===== src/rtl/decoder_pkg.sv =====
// Shared constants and helpers for the 3-to-8 word-select decoder.
//  ADDR_W   : width of the word address {A2,A1,A0}
//  N_OUT    : number of word-select lines
//  onehot8  : reference one-hot decode of an address, gated by an enable
package decoder_pkg;

  localparam int ADDR_W = 3;
  localparam int N_OUT  = 8;

  function automatic logic [N_OUT-1:0] onehot8(input logic [ADDR_W-1:0] addr,
                                               input logic              en);
    logic [N_OUT-1:0] vec;
    vec = '0;
    for (int k = 0; k < N_OUT; k++) begin
      vec[k] = en & (addr == ADDR_W'(k));
    end
    return vec;
  endfunction

endpackage


===== src/rtl/decoder_2to4.sv =====
// 2-to-4 one-hot decoder with active-high enable.
//  A1, A0  : address bits (A1 is the MSB)
//  En      : enable; 0 forces all outputs low
//  Y0..Y3  : active-high select lines, one-hot or all-zero
module decoder_2to4 (
  input  logic A1,
  input  logic A0,
  input  logic En,
  output logic Y0,
  output logic Y1,
  output logic Y2,
  output logic Y3
);

  assign Y0 = En & ~A1 & ~A0;
  assign Y1 = En & ~A1 &  A0;
  assign Y2 = En &  A1 & ~A0;
  assign Y3 = En &  A1 &  A0;

endmodule


===== src/rtl/decoder_3to8.sv =====
// 3-to-8 one-hot word-select decoder for the memory row stage.
//  clk       : system clock, rising edge
//  rst       : synchronous reset, active-high
//  A2,A1,A0  : word address (A2 is the MSB)
//  Select    : enable; 0 forces every word select low
//  Z0..Z7    : word-select lines, active-high, one-hot or all-zero
//  OUT_REG   : 1 = outputs registered (1-cycle latency), 0 = combinational
module decoder_3to8
  import decoder_pkg::*;
#(
  parameter bit OUT_REG = 1'b1
) (
  input  logic clk,
  input  logic rst,
  input  logic A2,
  input  logic A1,
  input  logic A0,
  input  logic Select,
  output logic Z0,
  output logic Z1,
  output logic Z2,
  output logic Z3,
  output logic Z4,
  output logic Z5,
  output logic Z6,
  output logic Z7
);

  logic [N_OUT-1:0] z_d;
  logic [N_OUT-1:0] z_out;
  logic             en_lo;
  logic             en_hi;

  // A2 picks which half of the word lines is live; the 2-to-4 stages
  // then resolve A1/A0 within that half.
  assign en_lo = Select & ~A2;
  assign en_hi = Select &  A2;

  decoder_2to4 u_dec_lo (
    .A1 (A1),
    .A0 (A0),
    .En (en_lo),
    .Y0 (z_d[0]),
    .Y1 (z_d[1]),
    .Y2 (z_d[2]),
    .Y3 (z_d[3])
  );

  decoder_2to4 u_dec_hi (
    .A1 (A1),
    .A0 (A0),
    .En (en_hi),
    .Y0 (z_d[4]),
    .Y1 (z_d[5]),
    .Y2 (z_d[6]),
    .Y3 (z_d[7])
  );

  generate
    if (OUT_REG) begin : g_out_reg
      logic [N_OUT-1:0] z_q;

      // Registering the whole vector at once means a simultaneous change
      // of Select and address never exposes an intermediate code.
      always_ff @(posedge clk) begin
        if (rst) begin
          z_q <= '0;
        end else begin
          z_q <= z_d;
        end
      end

      assign z_out = z_q;
    end else begin : g_out_comb
      // No state: reset simply masks the decode while it is high.
      assign z_out = rst ? '0 : z_d;
    end
  endgenerate

  assign Z0 = z_out[0];
  assign Z1 = z_out[1];
  assign Z2 = z_out[2];
  assign Z3 = z_out[3];
  assign Z4 = z_out[4];
  assign Z5 = z_out[5];
  assign Z6 = z_out[6];
  assign Z7 = z_out[7];

endmodule


===== config.mk =====
export PLATFORM = sky130hd
export DESIGN_NAME = decoder_3to8
export DESIGN_NICKNAME = d
export VERILOG_FILES = /design/src/rtl/decoder_pkg.sv /design/src/rtl/decoder_2to4.sv /design/src/rtl/decoder_3to8.sv
export SDC_FILE = /design/constraint.sdc
export NUM_CORES = 1
export LEC_CHECK = 0
export ABC_AREA = 1
export BUFFER_PORTS_ARGS = -buffer_cell sky130_fd_sc_hd__buf_2
export CAP_MARGIN = 20
export CORE_AREA = 2 2 39 41
export DETAILED_ROUTE_END_ITERATION = 7
export DIE_AREA = 0 0 41 43
export PLACE_DENSITY_LB_ADDON = 0.2
export SYNTH_ARGS = -nofsm -noshare
export SYNTH_HDL_FRONTEND = slang
export SYNTH_HIERARCHICAL = 1
export SYNTH_SLANG_ARGS = --single-unit

===== constraint.sdc =====
create_clock -name clk -period 0.8 [get_ports clk]
set_input_delay 0.08 -clock clk [delete_from_list [all_inputs] [get_ports clk]]
set_output_delay 0.08 -clock clk [all_outputs]
set_load 0.05 [all_outputs]

======== Word level (Yosys, flattened, before mapping) ========
Index checks and enable logic that the tools add are counted.
storage, ports and cells
  bits in registers ....................... 8
  input bits .............................. 6
cells by class
  bitwise gates (word level) .............. 17
operators with widths
  operator     number
  $and 1x1->1  14
  $not 1->1    3

======== Logic depth before layout (Yosys ltp) ========
Gate-level depths: netlist (run 1).
  depth in word-level cells ............... 4
  mapped depth ............................ 6

======== Modules after synthesis ========
The synthesis (run 1) kept the hierarchy.
by module, submodules not included
  module        times used  cells an instance  area an instance (sq um)  seq. area each (sq um)
  decoder_3to8  1           29                 246.5                     160.2
  decoder_2to4  2           8                  30.0                      0.0

======== Worst setup path after synthesis (run 1) ========
Ideal clock, no wire load.
  path kind ............................... register to output
  start point ............................. register g_out_reg.z_q[0]
  end point ............................... output port Z0
  data arrival time ....................... 0.587 ns
  data required time ...................... 0.720 ns
  path slack .............................. 0.133 ns
  cell stages (with the launch flop) ...... 1
  path buffers ............................ 0
  path through ............................ dfxtp_1
RTL lines
  item                      RTL line            source
  start: declaration        decoder_3to8.sv:61  logic [N_OUT-1:0] z_q;
  start signal: assignment  decoder_3to8.sv:69  z_q <= z_d;
  end: declaration          decoder_3to8.sv:19  output logic Z0,
No word-level cell between the ends.

======== Final worst setup path (run 1) ========
  start point ............................. register g_out_reg.z_q[3]
  end point ............................... output port Z3
RTL lines
  item              RTL line            source
  end: declaration  decoder_3to8.sv:22  output logic Z3,
No word-level cell between the ends.

==> metrics.txt, run 1 <==
register bank with the most flops g_out_reg.z_q; RSZ-0062 raised after global routing true; H-tree depth 1; leading cell types by count after synthesis sky130_fd_sc_hd__nor2_1, sky130_fd_sc_hd__inv_1, sky130_fd_sc_hd__dfxtp_1, sky130_fd_sc_hd__nand2_1, sky130_fd_sc_hd__buf_6; Hold/Removal Path Class input pin to register; worst ir drop on vdd 0.3253 mV; final number of hold-violating endpoints 0; detailed placement HPWL 390.4 um; Post-Syn Nets 51; Area Growth Syn to Fin 55.92%; number of buffer cells added on primary ports 13; status completed; Gate power share 11.4%; number of global-route vias before repair 204; CTS tree built; average via count per standard cell 3.447; mean post-synth cell area 6.812 sq um; first-pass GRT wire length 724 um; registers with the most flip-flops g_out_reg.z_q x8; Cell Rows 14; required time worst endpoint 0.72 ns; P per Cell Area 1644 nW/um^2; root buf cell sky130_fd_sc_hd__clkbuf_4; final-stage net count 68; share of synthesized registers carrying an async set or reset 0%; diodes inserted 0; achievable frequency 1266 MHz; Crit. End Element primary output; Critical path origin g_out_reg.z_q[3]$_SDFF_PP0_; Min-Delay Path Depth 2; die span in x 41 um; Yosys top cell area share 52.24%; Synthesis Warnings 6; Clock Path Buffers 2; worst-case hold slack 0.08468 ns; internal power component 0.0006110 W; register share of total power 52.3%; number of cells in the design after placement 73; flip-flop count of the largest register, all copies and words added 8; Die Span Y 43 um; Rel. slew slack 91.42%; overall routing resource usage 6.949%; met3 WL post-DR 32 um; weighted congestion at the end of routability-driven global placement 0.7253; number of detailed-route iterations in the first pass 2; number of buffers created by CTS 3; Cell Chain, Critical Path buf_6; Final Max Slew Viols 0; count leader, synth sky130_fd_sc_hd__nor2_1; clock slew seen by the registers of the worst setup and hold paths 0.05 ns; number of DRC violations after detailed-routing iteration 0 3; post-synth top area cell sky130_fd_sc_hd__dfxtp_1; post-route antenna net violation count 0; DR top layer met4; Post-CTS Hold Fix Bufs 0; wire length on met2 231 um; CP arrival 0.71 ns; post-synthesis register bit count 8; Remaining DRCs 0; power spent charging and discharging nets 0.0001746 W; area of the multi-input gates 82.58 sq um; critical path's slowest cell sky130_fd_sc_hd__dfxtp_2; slew at the pin closest to its max-slew limit 0.1283 ns; number of synthesized flops with an enable pin 0; highest fanout seen on the critical path 1; share of synthesized area occupied by flip-flops and latches 52.24%; largest net degree at the start of global routing 9; minimum clock period after layout 0.7899 ns; static leakage 0.2409 nW; top_reg_cell synth sky130_fd_sc_hd__dfxtp_1; clock share of power 36.3%; initial core utilization 22.15%; number of fill cells in the layout 150; Crit. path cell count 1; number of clock sinks 8; WL/cell 6.105 um; I/O pin cnt 14; number of instances in the synthesized netlist 45; Sw Share 22.23%; startpoint kind of the worst setup timing path register; combined area of all synthesized cells 306.5 sq um; area of all sequential standard cells 170.2 sq um; total buffers and inverters traversed by the critical path 1; largest cells by area after synthesis sky130_fd_sc_hd__dfxtp_1, sky130_fd_sc_hd__nor2_1, sky130_fd_sc_hd__inv_1; post-route core utilization 34.54%; period utilisation layout 98.73%; start-to-end type of the worst setup path register to primary output; global route total overflow 0; total routed wire length on the met1 layer 185 um; Largest delay share family, worst path flip-flops; worst setup path end Z3; number of antenna violations at the first check in global routing 0; total number of vias 262; # setup viols final 0; fraction of final layout cells sized beyond drive strength 1 40.00%; Critical Path Max Stage Delay 0.32 ns; final WL 464 um; Die ar. 1763 sq um; max-cap check violation count 0; area of the placeable core 1384 sq um; count of different cell masters after synthesis 5; non-filler instance count after layout 76
## placed cells by master, fill, tap and decap left out
master	instances
sky130_fd_sc_hd__clkbuf_4	3
sky130_fd_sc_hd__dfxtp_2	8
sky130_fd_sc_hd__buf_2	5
sky130_fd_sc_hd__inv_1	14
sky130_fd_sc_hd__buf_8	4
sky130_fd_sc_hd__nor2_1	17
sky130_fd_sc_hd__buf_6	4
sky130_fd_sc_hd__nand2_1	5
## cell type report
| cell class | count | share of cell area, % |
|---|---|---|
| inverter | 14 | 10.99 |
| clock buffer | 3 | 4.712 |
| sequential | 8 | 35.60 |
| timing repair buffer | 13 | 27.23 |
| tap | 16 | 4.188 |
| multi-input combinational | 22 | 17.28 |
## layer usage
layer | global-route usage [%] | vias up
met5 | 0 | -
met4 | 12.00 | 0
met3 | 1.571 | 2
met2 | 8.438 | 9
met1 | 6.818 | 99
li1 | - | 152
## kinds of logic (layout without fill, tap and decap cells)
group,Yosys count,in the layout,synth area share [%]
simple gates,22,22,26.94
flops,8,8,52.24
buf+inv,15,30,20.82
## power groups by stage
| stage | sequential (W) | combinational [W] | clock (W) |
|---|---|---|---|
| 2_1_floorplan | 0.000439 | 0.0000330 | 0 |
| 3_3_place_gp | 0.000415 | 0.0000793 | 0 |
| 3_5_place_dp | 0.000415 | 0.0000797 | 0 |
| 4_1_cts | 0.000409 | 0.0000878 | 0.000309 |
| 5_1_grt | 0.000410 | 0.0000994 | 0.000315 |
| 6_report | 0.000411 | 0.0000895 | 0.000286 |
## per-stage QoR
stage | setup TNS [ns] | instance area [sq um] | total power, W | setup slack, ns
2_1_floorplan | 0 | 306.5 | 0.0004724 | 0.1327
3_3_place_gp | 0 | 380.4 | 0.0004942 | 0.1336
3_5_place_dp | 0 | 380.4 | 0.0004948 | 0.1125
4_1_cts | -0.009262 | 462.9 | 0.0008068 | -0.009262
5_1_grt | -0.03793 | 478.0 | 0.0008250 | -0.01347
6_report | 0 | 478.0 | 0.0007856 | 0.01014
## how the worst min path moves through the flow
stage               startpoint                           to  slack [ns]
finish                     rst  g_out_reg.z_q[2]$_SDFF_PP0_        0.08
global route               rst  g_out_reg.z_q[2]$_SDFF_PP0_        0.09
CTS                        rst  g_out_reg.z_q[2]$_SDFF_PP0_        0.07
detailed placement         rst  g_out_reg.z_q[2]$_SDFF_PP0_        0.35
global placement           rst  g_out_reg.z_q[1]$_SDFF_PP0_        0.35
floorplan                   A0  g_out_reg.z_q[0]$_SDFF_PP0_        0.22
## timing repair
item | in CTS | in global routing
pin swaps | 0 | 0
endpoints found under the hold margin | 0 | 0
gates resized for setup | 24 | 4
setup buffers | 0 | 0
setup endpoints to repair | 8 | 6
No activity file was read; power rests on OpenSTA's default activity.
==> run 2, diff against run 1 <==
- GPL_TIMING_DRIVEN: not set -> 0
==> run 2 against run 1 <==
Clock power about the same; critical path depth did not move; hold slack worse by 0.074 ns; critical endpoint is now Z0.
==> metrics.txt, run 2 (synthesis results as in run 1) <==
commonest cells after routing, fill and taps aside sky130_fd_sc_hd__nor2_1, sky130_fd_sc_hd__inv_1, sky130_fd_sc_hd__dfxtp_2, sky130_fd_sc_hd__buf_6, sky130_fd_sc_hd__nand2_1; CTS tree built; first-pass GRT wire length 786 um; required time worst endpoint 0.72 ns; Crit. End Element primary output; worst-case hold slack 0.01025 ns; post-route cell area 484.2 sq um; number of buffers created by CTS 3; minimum clock period after layout 0.7864 ns; area of placed instances 386.6 sq um; number of antenna violations at the first check in global routing 0; number of global-route vias before repair 210; Die ar. 1763 sq um; Hold/Removal Path Class input pin to register; number of buffer cells added on primary ports 12; I/O pin cnt 14; register bank with the most flops g_out_reg.z_q; area of the placeable core 1384 sq um; largest net degree at the start of global routing 9; Post-Place Worst Slack 0.1219 ns; CP arrival 0.71 ns; root buf cell sky130_fd_sc_hd__clkbuf_4; registers with the most flip-flops g_out_reg.z_q x8; die span in x 41 um; Final Max Slew Viols 0; Post-CTS Hold Fix Bufs 0; Die Span Y 43 um; total power consumption of the routed design 0.0007923 W; flip-flop count of the largest register, all copies and words added 8; slew at the pin closest to its max-slew limit 0.1222 ns; fraction of final layout cells sized beyond drive strength 1 40.00%; RSZ-0062 raised after global routing true; clock share of power 36.5%; P per Cell Area 1636 nW/um^2; number of clock sinks 8; clock slew seen by the registers of the worst setup and hold paths 0.05 ns; number of DRC violations after detailed-routing iteration 0 2; max-cap check violation count 0; number of detailed-route iterations in the first pass 2; power spent charging and discharging nets 0.0001781 W; Critical Path Max Stage Delay 0.33 ns; Area Growth Syn to Fin 57.96%; period utilisation layout 98.30%; final number of hold-violating endpoints 0; start-to-end type of the worst setup path register to primary output; startpoint kind of the worst setup timing path register; setup slack of the critical path after layout 0.01363 ns; global route total overflow 0; static leakage 0.2430 nW; highest fanout seen on the critical path 1; initial core utilization 22.15%; number of fill cells in the layout 149; final WL 459 um; weighted congestion at the end of routability-driven global placement 0.7018; Clock Path Buffers 2; # setup viols final 0; post-route core utilization 34.99%; Rel. slew slack 91.82%; worst ir drop on vdd 0.4088 mV; final-stage net count 68; Largest delay share family, worst path flip-flops; Remaining DRCs 0; status completed; Cell Chain, Critical Path buf_8; internal power component 0.0006142 W; overall routing resource usage 7.329%; detailed placement HPWL 379.3 um; critical path's slowest cell sky130_fd_sc_hd__dfxtp_2; post-route antenna net violation count 0; diodes inserted 0; total buffers and inverters traversed by the critical path 1; Cell Rows 14; WL/cell 6.039 um; most frequent standard cell in the layout excluding fill and tap cells sky130_fd_sc_hd__nor2_1; Gate power share 11.7%; H-tree depth 1; register share of total power 51.8%; achievable frequency 1272 MHz; total number of vias 263; Sw Share 22.48%; average via count per standard cell 3.461
==> run 2: path summary, 6_finish.rpt <==
kind | from | to | depth (start not counted)
setup / recovery | g_out_reg.z_q[0]$_SDFF_PP0_ | Z0 | 1
hold / removal | rst | g_out_reg.z_q[1]$_SDFF_PP0_ | 2
==> run 2: layout make-up <==
| class | instances | area [sq um] | share of cell area (%) |
|---|---|---|---|
| clock buffer | 3 | 22.52 | 4.651 |
| tap | 16 | 20.02 | 4.134 |
| inverter | 14 | 52.55 | 10.85 |
| timing repair buffer | 12 | 125.1 | 25.84 |
| multi-input combinational | 22 | 82.58 | 17.05 |
| sequential | 8 | 170.2 | 35.14 |
| buffer | 1 | 11.26 | 2.326 |
==> run 2: what timing repair did <==
item,in CTS,in global routing
buffers inserted,0,0
hold endpoints to repair,0,0
resized for setup,24,4
endpoints found under the setup margin,8,8
==> run 2: routing by layer <==
layer  share of wire, %  GRT usage (%)  vias up
li1                   -              -      151
met2                 47          8.125        9
met3                6.1          1.571        2
met5                  0              0        -
met1                 45          8.360      101
met4                1.7          12.00        0
==> run 2: stage by stage <==
step           setup TNS (ns)  instances
2_1_floorplan               0         45
3_3_place_gp                0         73
3_5_place_dp                0         73
4_1_cts             -0.002323         76
5_1_grt               -0.1036         76
6_report                    0         76
==> run 2: power groups by stage <==
stage | clock network (W) | registers, W | logic [W]
floorplan | 0 | 0.000439 | 0.0000330
global placement | 0 | 0.000415 | 0.0000825
detailed placement | 0 | 0.000415 | 0.0000831
CTS | 0.000309 | 0.000409 | 0.0000912
global route | 0.000328 | 0.000410 | 0.000103
finish | 0.000289 | 0.000410 | 0.0000927
==> run 3, diff against run 2 <==
--- a/config.mk
+++ b/config.mk
@@ -13,4 +13,5 @@
 export DIE_AREA = 0 0 41 43
 export GPL_TIMING_DRIVEN = 0
+export HOLD_SLACK_MARGIN = 0.12
 export PLACE_DENSITY_LB_ADDON = 0.2
 export SYNTH_ARGS = -nofsm -noshare
==> constraint.sdc (replaced) <==
create_clock -name clk -period 0.8 [get_ports clk]
set_input_delay 0.04 -clock clk [delete_from_list [all_inputs] [get_ports clk]]
set_output_delay 0.04 -clock clk [all_outputs]
set_load 0.05 [all_outputs]
==> run 3 against run 2 <==
Clock power is essentially flat; combinational power grew 1%; worst setup slack gained 0.019 ns; utilization shrank 1.4 points; hold slack gained 0.084 ns; non-clock buffer count grew 1; via count is the same; clock-buffer cell count is the same; die area is the same; sequential share of layout area shrank 0.73 points; critical path type unchanged; largest cell class unchanged.
==> metrics.txt, run 3 (synthesis results as in run 1) <==
Remaining DRCs 0; final WL 467 um; # setup viols final 0; post-route antenna net violation count 0; initial core utilization 22.15%; area of the placeable core 1384 sq um; I/O pin cnt 14; final total negative setup slack 0 ns; final-stage net count 69; diodes inserted 0; start-to-end type of the worst setup path register to primary output; source of the worst hold timing path A0; first-pass GRT wire length 828 um; die span in x 41 um; total buffers and inverters traversed by the critical path 1; Die ar. 1763 sq um; startpoint kind of the worst setup timing path register; Rel. slew slack 90.46%; Die Span Y 43 um; number of detailed-route iterations in the first pass 2; largest net degree at the start of global routing 9; number of antenna violations at the first check in global routing 0; required time worst endpoint 0.76 ns; clock share of power 36.4%; minimum clock period after layout 0.7673 ns; number of buffer cells added on primary ports 12; commonest cells after routing, fill and taps aside sky130_fd_sc_hd__nor2_1, sky130_fd_sc_hd__inv_1, sky130_fd_sc_hd__buf_6, sky130_fd_sc_hd__dfxtp_1, sky130_fd_sc_hd__nand2_1; register share of total power 51.7%; Cell Rows 14; number of global-route vias before repair 220; RSZ-0062 raised after global routing false; register bank with the most flops g_out_reg.z_q; period utilisation layout 95.91%; overall routing resource usage 7.623%; Crit. End Element primary output; fraction of final layout cells sized beyond drive strength 1 26.23%; post-route cell area 465.4 sq um; setup repair bufs after CTS 0; clock slew seen by the registers of the worst setup and hold paths 0.05 ns; detailed placement HPWL 379.3 um; number of fill cells in the layout 149; status completed; number of clock sinks 8; Sw Share 22.37%; worst ir drop on vdd 0.3677 mV; static leakage 0.2383 nW; power spent charging and discharging nets 0.0001766 W; Hold/Removal Path Class input pin to register; CP arrival 0.73 ns; achievable frequency 1303 MHz; Cell Chain, Critical Path buf_4; Clock Path Buffers 2; critical path's slowest cell sky130_fd_sc_hd__dfxtp_1; area of placed instances 386.6 sq um; root buf cell sky130_fd_sc_hd__clkbuf_4; number of DRC violations after detailed-routing iteration 0 2; Min-Delay Path Depth 4; Post-CTS Hold Fix Bufs 1; highest fanout seen on the critical path 1; Largest delay share family, worst path flip-flops; internal power component 0.0006130 W; final number of hold-violating endpoints 0; weighted congestion at the end of routability-driven global placement 0.7018; average via count per standard cell 3.416; slew at the pin closest to its max-slew limit 0.1443 ns; registers with the most flip-flops g_out_reg.z_q x8; total number of vias 263; hold endpoint g_out_reg.z_q[2]$_SDFF_PP0_; most frequent standard cell in the layout excluding fill and tap cells sky130_fd_sc_hd__nor2_1; CTS tree built; global route total overflow 0; number of buffers created by CTS 3; Final Max Slew Viols 0; max-cap check violation count 0; Gate power share 11.9%; Critical Path Max Stage Delay 0.30 ns; H-tree depth 1; WL/cell 6.065 um; flip-flop count of the largest register, all copies and words added 8; P per Cell Area 1697 nW/um^2; Area Growth Syn to Fin 51.84%
==> run 3: power by group through the flow <==
| stage | Combinational [W] | Clock, W | Sequential, W |
|---|---|---|---|
| final | 0.0000938 | 0.000287 | 0.000409 |
| after global routing | 0.000105 | 0.000330 | 0.000408 |
| after detailed placement | 0.0000831 | 0 | 0.000415 |
| after global placement | 0.0000825 | 0 | 0.000415 |
| after CTS | 0.0000912 | 0.000309 | 0.000407 |
| after floorplan | 0.0000330 | 0 | 0.000439 |
==> run 3: layout make-up <==
class	instances	area [sq um]	share of cell area [%]
timing repair buffer	13	116.4	25.00
multi-input combinational	22	82.58	17.74
tap	16	20.02	4.301
sequential	8	160.2	34.41
buffer	1	11.26	2.419
clock buffer	3	22.52	4.839
inverter	14	52.55	11.29
==> run 3: worst max-delay path by stage <==
stage,start,to,slack [ns],depth (start not counted)
after detailed placement,A2,g_out_reg.z_q[0]$_SDFF_PP0_,0.16,6
after CTS,g_out_reg.z_q[3]$_SDFF_PP0_,Z3,0.01,1
after floorplan,g_out_reg.z_q[0]$_SDFF_PP0_,Z0,0.17,0
after global placement,A2,g_out_reg.z_q[3]$_SDFF_PP0_,0.16,6
after global routing,g_out_reg.z_q[5]$_SDFF_PP0_,Z5,0.002,1
final,g_out_reg.z_q[1]$_SDFF_PP0_,Z1,0.03,1
==> run 3: metrics by stage <==
step	worst slack, ns	util, %	hold WS, ns	total power, W	cells
6_report	0.03268	33.63	0.09381	0.0007897	77
5_1_grt	0.001687	33.63	0.1061	0.0008425	77
2_1_floorplan	0.1727	-	0.1766	0.0004724	45
3_3_place_gp	0.1614	27.94	0.2353	0.0004973	73
3_5_place_dp	0.1619	27.94	0.2342	0.0004981	73
4_1_cts	0.009644	31.74	0.08868	0.0008074	77
==> run 3: metal layers <==
layer / global-route usage (%) / vias to the layer above / share of wire, %
li1: - / 153 / -
met5: 0 / - / 0
met1: 8.654 / 99 / 46
met4: 12.00 / 0 / 1.7
met3: 1.571 / 2 / 5.6
met2: 8.750 / 9 / 47
==> run 3: what timing repair did <==
item | CTS | global route
endpoints found under the hold margin | 8 | 3
resized for setup | 8 | 7
setup endpoints to repair | 8 | 7
gates cloned | 0 | 0
